## src/rtl/fetch_pkg.sv

```systemverilog
// Shared types and constants for the instruction-fetch block.
package fetch_pkg;

  localparam logic [31:0] NOP_INSTR = 32'h0000_0013;
  localparam logic [31:0] PC_INCR   = 32'd4;
  localparam int unsigned ENTRY_W   = 64;

  typedef enum logic [1:0] {
    StBoot,
    StRun,
    StFault
  } fetch_state_e;

  // One prefetched instruction and the PC it was fetched from.
  typedef struct packed {
    logic [31:0] pc;
    logic [31:0] instr;
  } fetch_entry_t;

endpackage

```

## src/rtl/fetch_fifo.sv

```systemverilog
// Small synchronous FIFO with push, pop and flush; flush wins over both.
module fetch_fifo #(
  parameter int unsigned DEPTH = 2,
  parameter int unsigned WIDTH = 64
) (
  input  logic             clk_i,
  input  logic             rst_ni,
  input  logic             flush_i,
  input  logic             push_i,
  input  logic             pop_i,
  input  logic [WIDTH-1:0] wdata_i,
  output logic [WIDTH-1:0] rdata_o,
  output logic             full_o,
  output logic             empty_o
);

  localparam int unsigned PtrW = $clog2(DEPTH);
  localparam int unsigned CntW = PtrW + 1;

  logic [WIDTH-1:0] mem_q [DEPTH];
  logic [WIDTH-1:0] mem_d [DEPTH];
  logic [PtrW-1:0]  wr_ptr_q, wr_ptr_d;
  logic [PtrW-1:0]  rd_ptr_q, rd_ptr_d;
  logic [CntW-1:0]  count_q, count_d;
  logic             push_ok, pop_ok;

  assign full_o  = (count_q == CntW'(DEPTH));
  assign empty_o = (count_q == '0);
  assign rdata_o = mem_q[rd_ptr_q];

  // Next-state for storage, pointers and occupancy.
  always_comb begin
    mem_d    = mem_q;
    wr_ptr_d = wr_ptr_q;
    rd_ptr_d = rd_ptr_q;
    count_d  = count_q;
    // A push into a full FIFO is only legal when the head leaves in the same cycle.
    pop_ok   = pop_i && !empty_o;
    push_ok  = push_i && (!full_o || pop_ok);
    if (flush_i) begin
      wr_ptr_d = '0;
      rd_ptr_d = '0;
      count_d  = '0;
    end else begin
      if (push_ok) begin
        mem_d[wr_ptr_q] = wdata_i;
        wr_ptr_d        = wr_ptr_q + PtrW'(1);
      end
      if (pop_ok) begin
        rd_ptr_d = rd_ptr_q + PtrW'(1);
      end
      unique case ({push_ok, pop_ok})
        2'b10:   count_d = count_q + CntW'(1);
        2'b01:   count_d = count_q - CntW'(1);
        default: count_d = count_q;
      endcase
    end
  end

  // Control registers with synchronous active-low reset.
  always_ff @(posedge clk_i) begin
    if (!rst_ni) begin
      wr_ptr_q <= '0;
      rd_ptr_q <= '0;
      count_q  <= '0;
    end else begin
      wr_ptr_q <= wr_ptr_d;
      rd_ptr_q <= rd_ptr_d;
      count_q  <= count_d;
    end
  end

  // Entry storage needs no reset; reads are qualified by occupancy.
  always_ff @(posedge clk_i) begin
    mem_q <= mem_d;
  end

endmodule

```

## src/rtl/instr_fetch.sv

```systemverilog
// Instruction fetch: PC, BOOT/RUN/FAULT control, prefetch FIFO and decode handshake.
module instr_fetch
  import fetch_pkg::*;
#(
  parameter logic [31:0] RESET_PC   = 32'h0000_0000,
  parameter int unsigned FIFO_DEPTH = 2
) (
  input  logic        clk,
  input  logic        rst,
  output logic [31:0] iaddr,
  output logic        cs_n,
  input  logic [31:0] instrCode,
  input  logic        redirect_valid,
  input  logic [31:0] redirect_pc,
  output logic        if_valid,
  input  logic        if_ready,
  output logic [31:0] if_instr,
  output logic [31:0] if_pc,
  output logic        misalign_exc,
  output logic [31:0] fault_pc
);

  fetch_state_e state_q, state_d;
  logic [31:0]  pc_q, pc_d;
  logic         misalign_q, misalign_d;
  logic [31:0]  fault_pc_q, fault_pc_d;

  logic         fifo_full, fifo_empty;
  logic         head_valid, pop, fetch;
  fetch_entry_t push_entry, head_entry;
  logic [ENTRY_W-1:0] head_raw;

  assign push_entry = '{pc: pc_q, instr: instrCode};
  assign head_entry = fetch_entry_t'(head_raw);

  fetch_fifo #(
    .DEPTH (FIFO_DEPTH),
    .WIDTH (ENTRY_W)
  ) u_fifo (
    .clk_i   (clk),
    .rst_ni  (rst),
    .flush_i (redirect_valid),
    .push_i  (fetch),
    .pop_i   (pop),
    .wdata_i (push_entry),
    .rdata_o (head_raw),
    .full_o  (fifo_full),
    .empty_o (fifo_empty)
  );

  // Handshake, fetch decision and next-state; redirect overrides everything but reset.
  always_comb begin
    state_d    = state_q;
    pc_d       = pc_q;
    misalign_d = misalign_q;
    fault_pc_d = fault_pc_q;
    head_valid = rst && !fifo_empty && !redirect_valid && (state_q != StFault);
    pop        = head_valid && if_ready;
    fetch      = rst && (state_q == StRun) && !redirect_valid && (!fifo_full || pop);
    if (redirect_valid) begin
      if (redirect_pc[1:0] == 2'b00) begin
        pc_d       = redirect_pc;
        state_d    = StRun;
        misalign_d = 1'b0;
      end else begin
        fault_pc_d = redirect_pc;
        state_d    = StFault;
        misalign_d = 1'b1;
      end
    end else begin
      if (state_q == StBoot) begin
        state_d = StRun;
      end
      if (fetch) begin
        pc_d = pc_q + PC_INCR;
      end
    end
  end

  // Outputs are forced to their idle values while reset is held.
  always_comb begin
    iaddr        = rst ? pc_q : RESET_PC;
    cs_n         = !fetch;
    if_valid     = head_valid;
    if_instr     = head_valid ? head_entry.instr : NOP_INSTR;
    if_pc        = head_valid ? head_entry.pc : 32'h0;
    misalign_exc = misalign_q;
    fault_pc     = fault_pc_q;
  end

  // State registers with synchronous active-low reset.
  always_ff @(posedge clk) begin
    if (!rst) begin
      state_q    <= StBoot;
      pc_q       <= RESET_PC;
      misalign_q <= 1'b0;
      fault_pc_q <= 32'h0;
    end else begin
      state_q    <= state_d;
      pc_q       <= pc_d;
      misalign_q <= misalign_d;
      fault_pc_q <= fault_pc_d;
    end
  end

endmodule

```

## config.mk

```make
export PLATFORM = sky130hd
export DESIGN_NAME = instr_fetch
export DESIGN_NICKNAME = d
export VERILOG_FILES = /design/src/rtl/fetch_pkg.sv /design/src/rtl/fetch_fifo.sv /design/src/rtl/instr_fetch.sv
export SDC_FILE = /design/constraint.sdc
export NUM_CORES = 1
export LEC_CHECK = 0
export ABC_CLOCK_PERIOD_IN_PS = 14940
export CAP_MARGIN = 0
export CELL_PAD_IN_SITES_DETAIL_PLACEMENT = 0
export CELL_PAD_IN_SITES_GLOBAL_PLACEMENT = 1
export CORE_MARGIN = 2
export CORE_UTILIZATION = 42
export DETAILED_ROUTE_END_ITERATION = 16
export PLACE_DENSITY = 0.95
export SETUP_SLACK_MARGIN = 0.3
export SLEW_MARGIN = 20
export SYNTH_ARGS = -nofsm -noshare
export SYNTH_HDL_FRONTEND = slang
export SYNTH_SLANG_ARGS = --single-unit
```

## constraint.sdc

```tcl
create_clock -name clk -period 14.94 [get_ports clk]
set_clock_uncertainty 0.2 [all_clocks]
set_input_delay 2.241 -clock clk [delete_from_list [all_inputs] [get_ports clk]]
set_output_delay 2.241 -clock clk [all_outputs]
set_load 0.02 [all_outputs]
```

==> flow_metrics.tcl <==
set metrics [dict create \
    cts-root-buf "clkbuf_16" \
    start_util_pct 43.1 \
    preCtsSetupSlack_ns 6.63 \
    io_pins 199 \
    hp-class "flop to flop" \
    seqPwrFrac_pct 53.6 \
    final_nets 978 \
    fin_crit_ns 7.97 \
    final_antenna_net_count 0 \
    cts_tree "built" \
    pwr_density_cell_nw_per_um2 102 \
    hpwl_um 13600 \
    layout_common_cells "clkdlybuf4s50_1, edfxtp_1, nand2_1" \
    crit_arrival_ns 5.53 \
    p_comb_share_pct 7.9 \
    p_clk_share_pct 38.5 \
    drive_gt1_share_pct 6.30 \
    total_power_uw 1140 \
    clk_latency_ns 0.43 \
    grt_usage_pct 19.2 \
    die_y_um 145 \
    clockBufferDepth 2 \
    routed_wl_um 20700 \
    vias_per_cell 5.34 \
    cts-resized-gates 0 \
    fin_ws_ns 6.97 \
    critPathLaunchType "input pin" \
    postCtsHoldBufs 0 \
    drv_slew 0 \
    wl_per_cell_um 17.4 \
    worstHoldPathCells 0 \
    firstDrtPassIters 5 \
    critical_path_depth 7 \
    cp_slowest_cell "or3_4" \
    rsz0062_at_grt "false" \
    grt_antenna_before_repair 0 \
    sw_frac_of_total_pct 23.5 \
    synth_ff_type "edfxtp_1" \
    avgSynthCellArea_um2 11.5 \
    vias 6328 \
    async_reset_ff_share_pct 0 \
    ir_drop_uv 78.9 \
    required_ns 12.50 \
    max_freq_ghz 0.126 \
    p_int_uw 874 \
    cts.clk_slew.worst_paths_ns 0.07 \
    postSynthCellCount 730 \
    cp-end-kind "primary output" \
    ys_types 58 \
    ff2ff_path_depth 5 \
    setup_viol 0 \
    crit_path_max_fanout 62 \
    cts_buffers 17 \
    num_rows 51 \
    path_delay_family "buffers and inverters" \
    cpPeakStageDelay_ns 0.75 \
    p_switching_uw 269 \
    htree_levels 4 \
    grt_pass1_vias 6066 \
    gp_congestion 0.826 \
    crit_chain "clkdlybuf4s50_1 > buf_4 > inv_1 > nand2_1 > or3_4 > nor2_1 > clkdlybuf4s50_1" \
    crit_type "input pin to primary output" \
    drt_iter0_markers 565 \
    diodes 0 \
    die_w_um 145 \
    synth_edf_count 128 \
    final_common_cell "clkdlybuf4s50_1" \
    grt_pass1_wl_um 32600 \
    overflow 0 \
    slew_headroom_pct 30.8 \
    synth_nets 800 \
    dieArea_um2 21200 \
    drv_cap 0 \
    ys_seq_area_share_pct 62.6 \
    synth_warnings 0 \
    postCtsSetupRepairBufs 0 \
    fin_crit_sh_pct 53.3 \
    cp_num_buf_inv 4 \
    grt_max_degree 65 \
    crit_path_frequent_cell "clkdlybuf4s50_1" \
    setup_tns_ns 0 \
    core_area_um2 19500 \
    status "complete, no violations" \
    route.detailed.drc 0 \
    power.leakage_uw 0.00363 \
    cts.sinks 199 \
    ys_ff_latch 199 \
    syn_to_final_growth_pct 33.3 \
    worst_slew_pin_slew_ns 1.04 \
    hold_viol 0 \
    io_buffers 198 \
    syn_area_um2 8410 \
]
-- through the flow --
step | cells | instance area [µm²] | hold slack [ns] | util (%)
6_report | 1185 | 11200 | 0.245 | 57.4
5_1_grt | 1185 | 11200 | 0.250 | 57.4
4_1_cts | 1185 | 11200 | 0.246 | 57.3
3_5_place_dp | 1154 | 10600 | 0.229 | 54.5
3_3_place_gp | 1153 | 10600 | 0.226 | 54.4
2_1_floorplan | 730 | 8410 | 0.217 | -
-- per-layer routing --
layer  GRT usage [%]  part of all wire [%]  up-vias  wire length, µm
li1                -                     -     3024                -
met1            26.8                    45     3040             9370
met2            29.5                    46      242             9460
met3            4.98                   7.3       22             1510
met4            6.18                   1.6        0              324
met5               0                     0        -                0
-- sequential cells by signal, summed over array words and instances, names as in the netlist --
signal / count
fault_pc: 32
misalign_exc: 1
pc_q: 32
state_q: 2
u_fifo.count_q: 2
u_fifo.mem_q: 128
u_fifo.rd_ptr_q: 1
u_fifo.wr_ptr_q: 1
-- area by class of cell --
cell class | count | area (µm²)
Sequential cell | 199 | 5270
Tap cell | 265 | 332
Fill cell | 1668 | 8320
Clock inverter | 14 | 140
Inverter | 10 | 37.5
Multi-Input combinational cell | 473 | 2940
Clock buffer | 17 | 425
Timing Repair Buffer | 207 | 2060
-- cells in the mapped netlist (3+ instances only) --
cell	count	share of area [%]
o21ai_0	10	0.60
nor2_1	81	3.6
and2_1	32	2.4
nor3_1	5	0.30
and3_1	5	0.37
a31oi_1	13	0.97
nor2b_1	4	0.30
buf_2	6	0.36
nor3b_1	3	0.27
nor4_1	5	0.37
o221ai_1	6	0.62
edfxtp_1	128	46
nand3_1	16	0.95
inv_1	9	0.40
xnor2_1	3	0.31
a32oi_1	5	0.52
nand2_1	86	3.8
a21oi_1	49	2.9
o31a_1	4	0.42
clkbuf_1	39	1.7
dfxtp_1	71	17
or3_1	6	0.45
nand4_1	9	0.67
o22ai_1	5	0.37
mux2i_1	66	7.9
or4_1	9	0.80
a22oi_1	12	1.1
-- final timing paths --
check | slack (ns) | startpoint | end
setup / recovery | 6.97 | redirect_valid | if_pc[5]
hold reg to reg | 0.25 | pc_q[0] | u_fifo.mem_q[96]
hold / removal | 0.25 | pc_q[0] | u_fifo.mem_q[96]
setup reg to reg | 12.04 | state_q[1] | u_fifo.mem_q[63]
-- power by group through the flow --
stage               sequential [µW]  combinational (µW)  clock, µW
global route                    615                97.8        468
detailed placement              625                90.1          0
floorplan                       626                38.0          0
CTS                             612                90.6        449
global placement                624                88.9          0
finish                          613                90.0        441
-- logic make-up (layout without fill, tap and decap cells) --
| logic type | Yosys count | in the layout | share of synthesized area (%) |
|---|---|---|---|
| flip-flops | 199 | 199 | 62.6 |
| AND/OR/NAND/NOR | 278 | 278 | 16.7 |
| buffers and inverters | 58 | 248 | 2.77 |
| adder cells (fa/ha/maj) | 2 | 2 | 0.298 |
| multiplexers | 66 | 66 | 7.86 |
| AO/OA/AOI/OAI | 123 | 123 | 9.30 |
| XOR/XNOR | 4 | 4 | 0.417 |
No activity file was read; power rests on OpenSTA's default activity.
==> patch 1: new RTL, same settings <==
Set the parameter `FIFO_DEPTH` to 4 (it was 2).
--- a/src/rtl/instr_fetch.sv
+++ b/src/rtl/instr_fetch.sv
@@ -4,5 +4,5 @@
 #(
   parameter logic [31:0] RESET_PC   = 32'h0000_0000,
-  parameter int unsigned FIFO_DEPTH = 2
+  parameter int unsigned FIFO_DEPTH = 4
 ) (
   input  logic        clk,
Function: changed (Yosys sat finds a counterexample within 4 cycles, from zero or initial values and one cycle with rst low).
==> patch 1 against the original RTL <==
Area after synthesis grew 63%. Power grew 75%. Wire length grew 48%. Final cell count grew 32%. Cell area grew 54%. Die area grew 61%. Critical path depth is the same. Sequential cell count grew 131. Worst setup slack gained 0.17 ns.
==> patch 1: results (changes against the original RTL) <==
cts:
  clock_latency_ns: 0.52  # +0.09 ns
  htree_levels: 2  # -2
  clock_path_buffers: 3  # +1
sta:
  tightest_slew_ns: 1.046  # +0.007335 ns
status:
  outcome: "completed"
logic_synthesis:
  synthMuxAreaShare_pct: 11.95  # +4.1 points
  synth_area_leaders: "edfxtp_1 (56%), dfxtp_1 (11%), mux4_2 (11%), and2_1 (4.6%), nand2_1 (2.6%)"
  synth-edff-count: 256  # +100%
  netlist_instances: 916  # +25%
  synth_compound_area_share_pct: 5.543  # -3.8 points
  synthTopCellsByCount: "edfxtp_1 (256), and2_1 (100), nand2_1 (95), dfxtp_1 (74), mux4_2 (64)"
  synth_fa_ha_area_share_pct: 0.6941  # +0.40 points
route:
  wl_met1_um: 12990  # +39%
  wl_per_cell_um: 19.50  # +12%
  wl_um: 30560  # +48%
global_routing:
  grt_start_max_net_pins: 93  # +43%
  grt_use_met3_pct: 3.517  # -1.5 points
  grt_pass1_vias: 8254  # +36%
  met1_usage_pct: 23.89  # -2.9 points
  grt_pass1_wl_um: 46820  # +44%
place:
  dp.cells: 1505  # +30%
  dpl_cell_area_um2: 16070  # +51%
  gp_congestion: 0.8040  # -2.6%
  pre_cts_slack_ns: 7.123  # +0.4959 ns
  post-dp-hpwl_um: 18850  # +38%
final_layout:
  multi_input_area_um2: 4278  # +45%
  drive_gt1_share_pct: 13.51  # +7.2 points
  n_fill_cell: 2623  # +57%
patch 1: changes by cell type in the layout (fill, tap and decap cells not counted), moves of 9 or more:
cell       before  now
a22oi_1        12    3
a21oi_1        49   20
a21boi_0        0   32
a31oi_1        13    2
and2_1         32  100
clkbuf_16      17   36
mux2i_1        66   14
o21ai_0         9   27
mux4_2          0   64
nor2_1         78   31
nand2_1        86   95
edfxtp_1      128  256
patch 1: logic make-up (layout without fill, tap and decap cells):
| family | count (synthesis) | in the layout |
|---|---|---|
| and+or+nand+nor | 299 | 299 |
| muxes | 83 | 83 |
| adders and majority gates | 7 | 7 |
| DFF | 330 | 330 |
| buffers and inverters | 68 | 277 |
| xor gates and xnor gates | 13 | 13 |
| AOI/OAI and AO/OA | 116 | 116 |
patch 1: layout make-up:
class / instances / area share [%]
timing repair buffer: 204 / 11.73
sequential: 330 / 53.22
clock inverter: 23 / 1.509
clock buffer: 39 / 5.290
multi-input combinational: 518 / 24.81
inverter: 11 / 0.2395
tap: 442 / 3.207
patch 1: power breakdown:
group	internal (mW)	switching, mW
clock network	0.530	0.349
registers	1.00	0.0189
logic	0.0486	0.0525
total	1.58	0.420
patch 1: worst max-delay path, cell delays in order:
cell and delay, ns:
buf_2 0.07, buf_4 0.61, nand2b_1 0.67, nor3_4 0.34, buf_4 0.46, and2_1 0.22, clkdlybuf4s50_1 0.61
patch 1: path summary, 6_finish.rpt:
check               startpoint                end  slack, ns  cells after the start
setup / recovery           rst           if_pc[9]       7.14                      7
hold / removal    fault_pc[14]       fault_pc[14]       0.26                      2
setup reg to reg    state_q[0]  u_fifo.count_q[2]      11.97                     10
hold reg to reg   fault_pc[14]       fault_pc[14]       0.26                      2
==> patch 2: new RTL, config.mk and constraints unchanged <==
Made on the original files. Reset style: asynchronous (`rst` and `rst_ni`), changed in 2 clocked blocks. Comments in the files are not updated.
--- a/src/rtl/fetch_fifo.sv
+++ b/src/rtl/fetch_fifo.sv
@@ -59,5 +59,5 @@
 
   // Control registers with synchronous active-low reset.
-  always_ff @(posedge clk_i) begin
+  always_ff @(posedge clk_i or negedge rst_ni) begin
     if (!rst_ni) begin
       wr_ptr_q <= '0;
--- a/src/rtl/instr_fetch.sv
+++ b/src/rtl/instr_fetch.sv
@@ -90,5 +90,5 @@
 
   // State registers with synchronous active-low reset.
-  always_ff @(posedge clk) begin
+  always_ff @(posedge clk or negedge rst) begin
     if (!rst) begin
       state_q    <= StBoot;
Function: differs if rst is asserted again (counterexample within 4 cycles, from zero or initial values and one cycle with rst low); with rst held inactive, the same outputs for 4 cycles.
==> patch 2 against the original RTL <==
Non-clock buffer count did not move. Synthesized cell count fell by 11%. Sequential cell count did not move. Wire length fell by 1.4%. Hold slack improved by 0.057 ns. Area after synthesis rose by 2.7%. First-iteration DRC count fell by 8.5%. Worst setup slack improved by 0.56 ns. Power rose by 9.0%. Cell area rose by 2.1%. Die area rose by 2.6%. Count of clock-buffer cells in the layout rose by 7. Highest routed layer unchanged.
==> patch 2: results (changes against the original RTL) <==
status:
  outcome: "completed"
power:
  p_leak_nw: 3.948  # +8.7%
  peakVddDrop_v: 0.00008717  # +10%
final_layout:
  n_fill_cell: 1685  # +1.0%
  drive_gt1_share_pct: 11.25  # +5.0 points
  nets: 909  # -7.1%
  diodes: 0  # unchanged
  largest_register_ffs: 128  # unchanged
  regMostFlops: "u_fifo.mem_q"
place:
  place.port_buffers: 198  # unchanged
  gp_congestion: 0.8059  # -2.4%
  dpl_cell_area_um2: 10830  # +1.9%
  post-dp-hpwl_um: 13430  # -1.4%
logic_synthesis:
  yosys_warnings: 0  # unchanged
  synth_area_leaders: "edfxtp_1 (45%), dfrtp_1 (21%), mux2i_1 (8.0%), mux2_2 (4.0%), nor2_1 (4.0%)"
  synth_cell_type_count: 65  # +12%
  synth-edff-count: 128  # unchanged
  syn_nets: 720  # -10%
  yosysSeqAreaShare_pct: 65.11  # +2.5 points
  synth_flop_cell: "edfxtp_1"
  synthTopCellsByCount: "edfxtp_1 (128), nor2_1 (92), dfrtp_1 (71), mux2i_1 (69), and2_1 (35)"
  synth-async-reset-ratio_pct: 35.68  # +36 points
worst_setup_path:
  cp_max_fo: 72  # +16%
  crit_slowest_cell: "buf_4"
  critPathMaxStageDelay_ns: 0.72  # -0.03 ns
  crit_arrival_ns: 4.96  # -0.57 ns
  cp_top_family: "buffers and inverters"
cts:
  htree_levels: 4  # unchanged
  clock_latency_ns: 0.43  # about the same
  cts_setup_buffers: 0  # unchanged
  clk_pin_slew_ns: 0.07  # about the same
  cts_resized: 0  # unchanged
  cts_made_buffers: 17  # unchanged
  clockRootBuffer: "clkbuf_16"
  clock_path_buffers: 2  # unchanged
global_routing:
  grt_pass1_wl_um: 31330  # -3.8%
  grt_start_max_net_pins: 73  # +12%
  grt_pass1_vias: 5637  # -7.1%
  grt_use_total_pct: 18.67  # -0.55 points
  antenna_found_initial: 0  # unchanged
route:
  first_iter_violations: 517  # -8.5%
  wl_um: 20360  # -1.4%
  dr.pass1.iters: 5  # unchanged
  vias: 5976  # -5.6%
sta:
  max_slew_margin_pct: 21.71  # -9.1 points
  fin_tns_setup_ns: 0  # unchanged
min_path:
  hp-class: "reg -> reg"
[patch 2: changes by cell type after synthesis, moves of 8 or more]
cell and change:
nor2_1 +11, mux2_2 +31, a21oi_1 -38, nand2_1 -60, a31oi_1 -10, dfxtp_1 -71, clkbuf_1 -17, a22oi_1 -8
dfrtp_1 +71
[patch 2: area by class of cell]
type / instances / area (µm²) / area share, %
well taps: 270 / 337.8 / 2.951
clock inverters: 8 / 61.31 / 0.5356
flip-flops and latches: 199 / 5624 / 49.14
clock buffers: 24 / 525.5 / 4.591
repair buffers: 207 / 2067 / 18.06
inverters: 9 / 33.78 / 0.2951
multi-input cells: 406 / 2796 / 24.43
[patch 2: worst paths after layout]
kind / from / end / slack [ns] / cells past startpoint
max reg2reg: state_q[1] / u_fifo.mem_q[96] / 12.08 / 6
max: rst / cs_n / 7.54 / 6
max in group asynchronous: rst / u_fifo.rd_ptr_q / 11.79 / 2
min: fault_pc[1] / fault_pc[1] / 0.30 / 2
min reg2reg: fault_pc[1] / fault_pc[1] / 0.30 / 2
min in group asynchronous: rst / fault_pc[2] / 1.51 / 1
[patch 2: logic make-up after synthesis]
| kind of cell | after synthesis | share of synthesized area [%] |
|---|---|---|
| AO/OA/AOI/OAI | 66 | 5.378 |
| adder cells (fa/ha/maj) | 1 | 0.1449 |
| AND/OR/NAND/NOR | 236 | 14.36 |
| multiplexers | 100 | 12.05 |
| XOR/XNOR | 3 | 0.3044 |
| buffers and inverters | 46 | 2.653 |
| flip-flops | 199 | 65.11 |
[patch 2: layer usage]
| metal | part of all wire [%] | vias to the layer above | GRT usage (%) |
|---|---|---|---|
| met5 | 0 | - | 0 |
| met4 | 1.3 | 0 | 5.144 |
| met3 | 6.3 | 17 | 4.565 |
| met2 | 48 | 222 | 29.56 |
| met1 | 45 | 2947 | 25.90 |
| li1 | - | 2790 | - |
[patch 2: per-stage QoR]
step	setup slack (ns)	std cells	power, mW
floorplan	8.380	651	0.7266
global placement	7.533	1090	0.8056
detailed placement	7.481	1090	0.8098
CTS	7.470	1122	1.255
global route	7.236	1123	1.291
finish	7.535	1123	1.246
[patch 2: power by group]
| part | internal (mW) | switching [mW] | total [mW] |
|---|---|---|---|
| Sequential | 0.616 | 0.0320 | 0.648 |
| Combinational | 0.0773 | 0.0733 | 0.151 |
| Clock | 0.249 | 0.199 | 0.447 |
[patch 2: tightest hold or removal path, delay by kind of cell (launching register included)]
kind          cells  cell delay (ns)
flops             1             0.36
simple gates      2             0.12
